File: config.mk
export PLATFORM = sky130hd
export DESIGN_NAME = ctrl_unit_pipe
export DESIGN_NICKNAME = d
export VERILOG_FILES = /design/src/rtl/ctrl_unit_pipe.sv
export SDC_FILE = /design/constraint.sdc
export NUM_CORES = 1
export LEC_CHECK = 0
export CAP_MARGIN = 20
export CORE_MARGIN = 1
export CORE_UTILIZATION = 55
export CTS_BUF_LIST = sky130_fd_sc_hd__clkbuf_16
export DETAILED_ROUTE_END_ITERATION = 16
export GPL_ROUTABILITY_DRIVEN = 0
export PLACE_DENSITY = 0.83
export SETUP_SLACK_MARGIN = 0.15
export SYNTH_ARGS = -nofsm -noshare
export SYNTH_HDL_FRONTEND = slang
export SYNTH_SLANG_ARGS = --single-unit
export TNS_END_PERCENT = 20
File: constraint.sdc
create_clock -name clk -period 6.33 [get_ports clk]
set_input_delay 1.266 -clock clk [delete_from_list [all_inputs] [get_ports clk]]
set_output_delay 1.266 -clock clk [all_outputs]
set_load 0.01 [all_outputs]
File: src/rtl/ctrl_unit_pipe.sv
// Registered control decoder with valid/ready input and output stages.
// Latency: 1 cycle for ordinary ops, MUL_CYCLES/DIV_CYCLES cycles for M-ext ops.
// Backpressure: in_ready drops while an M-op is in flight or the output register is held.
module ctrl_unit_pipe #(
  parameter int MUL_CYCLES = 3,
  parameter int DIV_CYCLES = 34,
  parameter int CNT_W      = $clog2(DIV_CYCLES + 1)
) (
  input  logic        clk,
  input  logic        rst,
  input  logic        in_valid,
  output logic        in_ready,
  input  logic [8:0]  type_in,
  input  logic [2:0]  funct3_in,
  input  logic        funct7_b5_in,
  input  logic        funct7_b0_in,
  input  logic        flush_in,
  output logic        ctrl_valid,
  input  logic        ctrl_ready,
  output logic [17:0] ctrl_out,
  output logic        mdu_start,
  output logic [2:0]  mdu_op,
  output logic        mdu_kill
);

  typedef enum logic {IDLE = 1'b0, MDU_BUSY = 1'b1} state_t;

  localparam logic [3:0] ALU_ADD = 4'b0000, ALU_SUB = 4'b0001, ALU_AND = 4'b0010,
                         ALU_OR  = 4'b0011, ALU_XOR = 4'b0100, ALU_SLL = 4'b0101,
                         ALU_SRL = 4'b0110, ALU_SLT = 4'b0111, ALU_SLTU = 4'b1000,
                         ALU_SRA = 4'b1001, ALU_PASSB = 4'b1111;

  state_t        state_q, state_d;
  logic [CNT_W-1:0] cnt_q, cnt_d;
  logic          valid_q, valid_d;
  logic [17:0]   out_q, out_d;
  logic [17:0]   word_q, word_d;
  logic [2:0]    op_q, op_d;
  logic          start_q, start_d;
  logic          kill_q, kill_d;

  logic [17:0]   dec_word;
  logic          dec_is_m;
  logic [3:0]    alu_f3;
  logic          onehot;
  logic          out_free;
  logic          accept;
  logic          mdu_done;

  // Decode type/funct into the 18-bit control word; illegal words collapse to the flag alone.
  always_comb begin
    dec_word = '0;
    dec_is_m = 1'b0;
    onehot   = (type_in != 9'd0) && ((type_in & (type_in - 9'd1)) == 9'd0);
    case (funct3_in)
      3'b000:  alu_f3 = ALU_ADD;
      3'b001:  alu_f3 = ALU_SLL;
      3'b010:  alu_f3 = ALU_SLT;
      3'b011:  alu_f3 = ALU_SLTU;
      3'b100:  alu_f3 = ALU_XOR;
      3'b101:  alu_f3 = funct7_b5_in ? ALU_SRA : ALU_SRL;
      3'b110:  alu_f3 = ALU_OR;
      default: alu_f3 = ALU_AND;
    endcase
    if (!onehot) begin
      dec_word = 18'h20000;
    end else if (type_in[0]) begin          // LUI
      dec_word = {1'b0, 1'b1, 2'b00, 3'b100, 1'b0, 1'b1, 2'b00, ALU_PASSB, 2'b00, 1'b0};
    end else if (type_in[1]) begin          // AUIPC
      dec_word = {1'b0, 1'b1, 2'b00, 3'b100, 1'b1, 1'b1, 2'b00, ALU_ADD, 2'b00, 1'b0};
    end else if (type_in[2]) begin          // JAL
      dec_word = {1'b0, 1'b1, 2'b00, 3'b101, 1'b0, 1'b0, 2'b10, ALU_ADD, 2'b10, 1'b0};
    end else if (type_in[3]) begin          // JALR
      if (funct3_in != 3'b000) dec_word = 18'h20000;
      else dec_word = {1'b0, 1'b1, 2'b00, 3'b001, 1'b0, 1'b1, 2'b10, ALU_ADD, 2'b11, 1'b0};
    end else if (type_in[4]) begin          // BRANCH
      if (funct3_in == 3'b010 || funct3_in == 3'b011) dec_word = 18'h20000;
      else dec_word = {1'b0, 1'b0, 2'b00, 3'b011, 1'b0, 1'b0, 2'b00, ALU_SUB, 2'b01, 1'b0};
    end else if (type_in[5]) begin          // STORE
      if (funct3_in >= 3'b011) dec_word = 18'h20000;
      else dec_word = {1'b0, 1'b0, 2'b01, 3'b010, 1'b0, 1'b1, 2'b00, ALU_ADD, 2'b00, 1'b0};
    end else if (type_in[6]) begin          // LOAD
      if (funct3_in == 3'b011 || funct3_in[2:1] == 2'b11) dec_word = 18'h20000;
      else dec_word = {1'b0, 1'b1, 2'b10, 3'b001, 1'b0, 1'b1, 2'b01, ALU_ADD, 2'b00, 1'b0};
    end else if (type_in[7]) begin          // I-ALU: immediate forms never subtract
      dec_word = {1'b0, 1'b1, 2'b00, 3'b001, 1'b0, 1'b1, 2'b00, alu_f3, 2'b00, 1'b0};
    end else if (funct7_b0_in) begin        // R-type M-extension
      dec_is_m = 1'b1;
      dec_word = {1'b0, 1'b1, 2'b00, 3'b000, 1'b0, 1'b0, 2'b11, ALU_ADD, 2'b00, 1'b1};
    end else begin                          // R-type integer
      dec_word = {1'b0, 1'b1, 2'b00, 3'b000, 1'b0, 1'b0, 2'b00,
                  (funct3_in == 3'b000 && funct7_b5_in) ? ALU_SUB : alu_f3, 2'b00, 1'b0};
    end
  end

  assign out_free = !valid_q | ctrl_ready;
  assign in_ready = (state_q == IDLE) & out_free & !flush_in & !rst;
  assign accept   = in_valid & in_ready;
  // The final decrement and the output load share one edge so valid rises N cycles after accept.
  assign mdu_done = (state_q == MDU_BUSY) && (cnt_q <= CNT_W'(1)) && out_free;

  // Next-state: flush wins, otherwise drain/load the output register and sequence M-ops.
  always_comb begin
    state_d = state_q;
    cnt_d   = cnt_q;
    valid_d = valid_q;
    out_d   = out_q;
    word_d  = word_q;
    op_d    = op_q;
    start_d = 1'b0;
    kill_d  = 1'b0;
    if (flush_in) begin
      valid_d = 1'b0;
      state_d = IDLE;
      cnt_d   = '0;
      kill_d  = (state_q == MDU_BUSY);
    end else begin
      if (valid_q && ctrl_ready) valid_d = 1'b0;
      case (state_q)
        IDLE: begin
          if (accept) begin
            if (dec_is_m) begin
              state_d = MDU_BUSY;
              cnt_d   = funct3_in[2] ? CNT_W'(DIV_CYCLES - 1) : CNT_W'(MUL_CYCLES - 1);
              word_d  = dec_word;
              op_d    = funct3_in;
              start_d = 1'b1;
            end else begin
              out_d   = dec_word;
              valid_d = 1'b1;
            end
          end
        end
        default: begin
          if (cnt_q != '0) cnt_d = cnt_q - CNT_W'(1);
          if (mdu_done) begin
            out_d   = word_q;
            valid_d = 1'b1;
            state_d = IDLE;
            cnt_d   = '0;
          end
        end
      endcase
    end
  end

  // State register with synchronous reset; reset drops any in-flight op silently.
  always_ff @(posedge clk) begin
    if (rst) begin
      state_q <= IDLE;
      cnt_q   <= '0;
      valid_q <= 1'b0;
      out_q   <= '0;
      word_q  <= '0;
      op_q    <= '0;
      start_q <= 1'b0;
      kill_q  <= 1'b0;
    end else begin
      state_q <= state_d;
      cnt_q   <= cnt_d;
      valid_q <= valid_d;
      out_q   <= out_d;
      word_q  <= word_d;
      op_q    <= op_d;
      start_q <= start_d;
      kill_q  <= kill_d;
    end
  end

  assign ctrl_valid = valid_q;
  assign ctrl_out   = out_q;
  assign mdu_start  = start_q;
  assign mdu_op     = op_q;
  assign mdu_kill   = kill_q;

endmodule

==> results of run 1 <==
path summary, 6_finish.rpt:
check | start | end | slack [ns] | cells after the start
max | rst | in_ready | 2.03 | 5
min | word_q[17] | word_q[17] | 0.46 | 1
max reg2reg | state_q | ctrl_out[17] | 3.86 | 6
min reg2reg | word_q[17] | word_q[17] | 0.46 | 1
layout make-up:
| class | instances | area share |
|---|---|---|
| flip-flops and latches | 49 | 0.320 |
| well taps | 52 | 0.0212 |
| inverters | 6 | 0.00735 |
| repair buffers | 45 | 0.145 |
| multi-input cells | 219 | 0.451 |
| clock buffers | 5 | 0.0408 |
| clock inverters | 3 | 0.0143 |
metal layers:
| layer | GRT usage | part of all wire | routed length, µm | vias to the layer above |
|---|---|---|---|---|
| met3 | 0.0534 | 0.046 | 260 | 9 |
| met4 | 0.0711 | 0.012 | 70 | 0 |
| li1 | - | - | - | 1144 |
| met1 | 0.296 | 0.44 | 2480 | 1055 |
| met5 | 0 | 0 | 0 | - |
| met2 | 0.432 | 0.51 | 2890 | 65 |
registers in the layout, indices dropped and copies added, names as in the netlist:
name and cells:
ctrl_out 18, word_q 18, cnt_q 6, mdu_op 3, ctrl_valid 1, mdu_kill 1, mdu_start 1, state_q 1
where the power goes:
part	leakage [nW]	internal [mW]	total [mW]	switching [mW]
clock	0.0842	0.187	0.301	0.114
combinational	0.548	0.0362	0.0781	0.0419
sequential	0.397	0.314	0.317	0.00293
total	1.03	0.537	0.696	0.159
through the flow:
stage                util  hold slack, ns
global route        0.694           0.475
CTS                 0.694           0.464
global placement    0.656           0.442
finish              0.694           0.462
detailed placement  0.656           0.443
floorplan               -           0.430
cell usage after synthesis, drive strengths merged (3+ instances only):
cell    number
nand2       21
nand3        7
mux2i        6
nor3         9
or3          5
a21oi       12
o211ai       6
a311oi      13
dfxtp       49
o21ai        9
inv          6
nand2b       3
a211oi       4
nor2        49
nor2b        7
nor4         4
buf          9
a31oi        3
nand4        7
clkbuf      13
and2        15
cell families (layout without fill, tap and decap cells):
logic type      after synthesis  in the layout  synth area share
mux                           6              6            0.0235
compound gates               71             71             0.211
buf+inv                      29             59            0.0759
simple gates                139            139             0.292
fa+ha+maj                     3              3            0.0142
flops                        49             49             0.384
layout by cell type, fill, tap and decap left out, types with 2 or more instances in the layout:
| master | n |
|---|---|
| nor3b_1 | 2 |
| nand2b_1 | 3 |
| a21oi_1 | 12 |
| a311oi_1 | 13 |
| nand2_1 | 21 |
| nor4_1 | 2 |
| clkdlybuf4s50_1 | 43 |
| nor2_1 | 48 |
| a31oi_1 | 3 |
| ha_1 | 2 |
| or3_2 | 2 |
| clkbuf_16 | 5 |
| nor3_1 | 9 |
| inv_1 | 6 |
| o211ai_1 | 6 |
| dfxtp_1 | 49 |
| a211oi_1 | 4 |
| and2_1 | 15 |
| o31ai_1 | 2 |
| buf_4 | 2 |
| nor4_4 | 2 |
| o21bai_1 | 2 |
| a2111oi_0 | 2 |
| nand4_1 | 7 |
| mux2i_1 | 6 |
| o21ai_0 | 8 |
| nand3_1 | 7 |
| nor2b_1 | 7 |
| or3_4 | 2 |
| nor4b_1 | 2 |
| and4_1 | 2 |
| or4b_2 | 2 |
| o311ai_0 | 2 |
| o21a_1 | 2 |
| a32oi_1 | 2 |
worst reg2reg max path, delay by kind of cell, from the launching register on:
family / cells / cell delay, ns
buffers and inverters: 2 / 0.56
AND/OR/NAND/NOR: 1 / 0.22
AO/OA/AOI/OAI: 3 / 0.63
flip-flops: 1 / 0.95
==> results.cfg, run 1 <==
[status]
outcome = finished, final reports clean

[yosys]
yosys-top-cells-area = dfxtp_1 (38%), nor2_1 (7.1%), a311oi_1 (4.5%)
synth_edf_count = 0
synth-main-ff-cell = dfxtp_1
synthesis.nets = 318
avgSynthCellArea_um2 = 8.60
yosys_warnings = 0
ys_seq_elements = 49
synth_cells = 297
syn_area_um2 = 2550
yosysTopAreaCell = dfxtp_1
ys_types = 58
ys_seq_area_frac = 0.384
yosysTopAreaCellShare = 0.384
async_reset_ff_frac = 0

[route]
route.detailed.drc = 0
detail-route-antenna-nets = 0
drt_first_iter_violations = 170
routed_wl_um = 5700
route.vias.total = 2273
routedWlPerCell_um = 15.0
firstDrtPassIters = 4
vias_per_cell = 6.00

[clock_network]
cts_tree = yes
cts_root_buf = clkbuf_16
cts_hold_buf = 0
post_cts_buffers = 0
clk_pin_slew_ns = 0.06
clock_latency_ns = 0.29
clock_path_buffers = 2
cts_resized = 0
cts_sinks = 49
numCtsBuffers = 5
h-tree-depth = 2

[power]
vdd_drop_max_uv = 162
cellPowerDensity_nw_per_um2 = 227
p_total_mw = 0.696
p_leak_nw = 1.03

[timing]
grt_setup_unrepaired = false
hold_viol = 0
slew_violations = 0
fin_skew_ns = 0.00392
finalCritPeriodShare = 0.679
maxSlewHeadroom = 0.362
setup_viol = 0
setup_ws_ns = 2.03
layout_min_cycle_time_ns = 4.30
fmax_mhz = 233
fin_tns_setup_ns = 0
worst_pin_slew_ns = 0.956

[worst_setup_path]
crit_top_cell = clkdlybuf4s50_1
crit_buf_inv = 3
cp.arrival_ns = 3.03
critPathMaxFanout = 29
worstSetupStartpointType = primary input
critPathTopFamily = buffers and inverters
crit_required_ns = 5.06
cpPeakStageDelay_ns = 0.56
end_kind = output port
critPathSlowestCell = clkdlybuf4s50_1
crit_type = in2out
cp_cell_sequence = clkdlybuf4s50_1 > buf_4 > or2_2 > nor3_1 > clkdlybuf4s50_1

[finish]
final_cells = 379
area_growth_pct = 19.9
drive_gt1_frac = 0.0795
nets = 347
fin_area_um2 = 3060
seqCellArea_um2 = 981
antenna_cells_inserted = 0
final.fill_count = 356
multi_input_area_um2 = 1380

[die]
ios = 44
die-area_um2 = 4920
start_util = 0.579
die_height_um = 70.2
fp-row-count = 24
die_w_um = 70.2
core_area_um2 = 4410

[flow_run]
cap_violations = 0

[place]
placed_area_um2 = 2890
io_buffers = 43
dp.cells = 371
place_ws_ns = 2.04
post-dp-hpwl_um = 3880

[global_route]
antenna_found_initial = 0
grt_pass1_vias = 2036
grt.total_usage = 0.244
grt_pass1_wl_um = 9560
grt.overflow.total = 0
grt_max_degree = 37

[worst_hold_path]
hold_path.class = reg2reg
Note: power is estimated with default switching activity, not from simulation.
==> inputs of run 2 (changes only) <==
Settings changed: CORE_UTILIZATION 55 to 53, PLACE_DENSITY 0.83 to 0.8.
Clock period 6.33 ns to 4.02 ns, I/O delays scaled along.
==> run 2 against run 1 <==
  * First-iteration DRC count is 53% higher
  * Global-route usage is 0.29 points higher
  * Critical path type is now in2reg
  * Sequential power is 57% higher
==> results.cfg, run 2 (synthesis gave the netlist of run 1 again) <==
[global_route]
grt_pass1_vias = 2146
grt_max_degree = 29
antenna_found_initial = 0
grt_pass1_wl_um = 9940
grt.overflow.total = 0
grt.total_usage = 0.247

[place]
dp.cells = 374
io_buffers = 43
placed_area_um2 = 2920
post-dp-hpwl_um = 4090

[finish]
final.fill_count = 374
final_cells = 382
seqCellArea_um2 = 981
final_cell_mix = dfxtp_1 (49), nor2_1 (48), clkdlybuf4s50_1 (43), nand2_1 (21), and2_1 (15)
fin_area_um2 = 3070
nets = 350
final_common_cell = dfxtp_1
antenna_cells_inserted = 0
drive_gt1_frac = 0.0879
area_growth_pct = 20.0
fin_util = 0.681
multi_input_area_um2 = 1380

[die]
fp-row-count = 24
die-area_um2 = 5100
start_util = 0.567
die_height_um = 71.4
die_w_um = 71.4
core_area_um2 = 4500
ios = 44

[power]
p_seq_frac = 0.474
vdd_drop_max_uv = 208
p_total_mw = 1.05
cellPowerDensity_nw_per_um2 = 343
sw_frac_of_total = 0.251
p_sw_mw = 0.265
clkPwrFrac = 0.406
combPwrFrac = 0.120
p_int_mw = 0.787
p_leak_nw = 1.03

[clock_network]
cts_resized = 0
h-tree-depth = 2
cts_tree = yes
cts_sinks = 49
clock_latency_ns = 0.29
post_cts_buffers = 0
clk_pin_slew_ns = 0.07
cts_hold_buf = 0
clock_path_buffers = 2
cts_root_buf = clkbuf_16
numCtsBuffers = 5

[worst_setup_path]
cp.arrival_ns = 3.48
critPathTopFamily = compound AO/OA/AOI/OAI gates
crit_type = in2reg
critPathSlowestCell = a221oi_4
crit_required_ns = 4.22
crit_top_cell = or3_4
cp_cell_sequence = clkdlybuf4s50_1 > or3_4 > or3_4 > a221oi_4 > o311ai_0 > a311oi_1
cpPeakStageDelay_ns = 0.65
worstSetupStartpointType = primary input
critPathMaxFanout = 17
end_kind = flop
crit_buf_inv = 1

[timing]
fmax_mhz = 305
worst_pin_slew_ns = 0.987
layout_min_cycle_time_ns = 3.28
setup_viol = 0
grt_setup_unrepaired = false
maxSlewHeadroom = 0.341
fin_tns_setup_ns = 0
finalCritPeriodShare = 0.816
fin_skew_ns = 0.00903
slew_violations = 0
hold_viol = 0

[route]
routed_wl_um = 5900
route.vias.total = 2352
firstDrtPassIters = 5
vias_per_cell = 6.16
drt_first_iter_violations = 260
detail-route-antenna-nets = 0
routedWlPerCell_um = 15.4
route.detailed.drc = 0

[status]
outcome = finished, final reports clean

[worst_hold_path]
hold_path.class = reg2reg

[flow_run]
cap_violations = 0
run 2: changes by cell type in the layout (fill, tap and decap cells not counted):
cell and change:
buf_4 +3, clkinv_2 -1, bufinv_16 -1, inv_6 +1, clkinvlp_4 +1
run 2: area by class of cell:
type	count	area share
multi-input cells	219	0.450
inverters	6	0.00734
clock buffers	5	0.0408
flip-flops and latches	49	0.320
repair buffers	48	0.153
well taps	52	0.0212
clock inverters	3	0.00816
run 2: worst min-delay path: stages, from the launching register on:
cell and delay (ns):
dfxtp_1 0.32, nor2_1 0.04, nor2_1 0.07
run 2: routing by layer:
metal,GRT usage,part of all wire
met2,0.417,0.48
met1,0.311,0.43
met5,0,0
met4,0.111,0.032
met3,0.0408,0.058
run 2: path summary, 6_finish.rpt:
check | from | endpoint | slack [ns] | cells after the start
max | type_in[2] | ctrl_out[3] | 0.74 | 6
min | word_q[0] | word_q[0] | 0.46 | 2
max reg2reg | state_q | cnt_q[5] | 1.56 | 5
min reg2reg | word_q[0] | word_q[0] | 0.46 | 2
run 2: stage by stage:
stage | hold WS, ns | setup WS [ns]
finish | 0.464 | 0.739
global route | 0.481 | 0.616
floorplan | 0.430 | 1.40
global placement | 0.441 | 0.554
CTS | 0.466 | 0.756
detailed placement | 0.444 | 0.462
run 2: power groups by stage:
stage,Combinational (mW),Clock [mW],Sequential (mW)
5_1_grt,0.137,0.452,0.499
6_report,0.126,0.427,0.499
2_1_floorplan,0.0733,0,0.513
4_1_cts,0.126,0.434,0.499
3_5_place_dp,0.124,0,0.510
3_3_place_gp,0.122,0,0.510
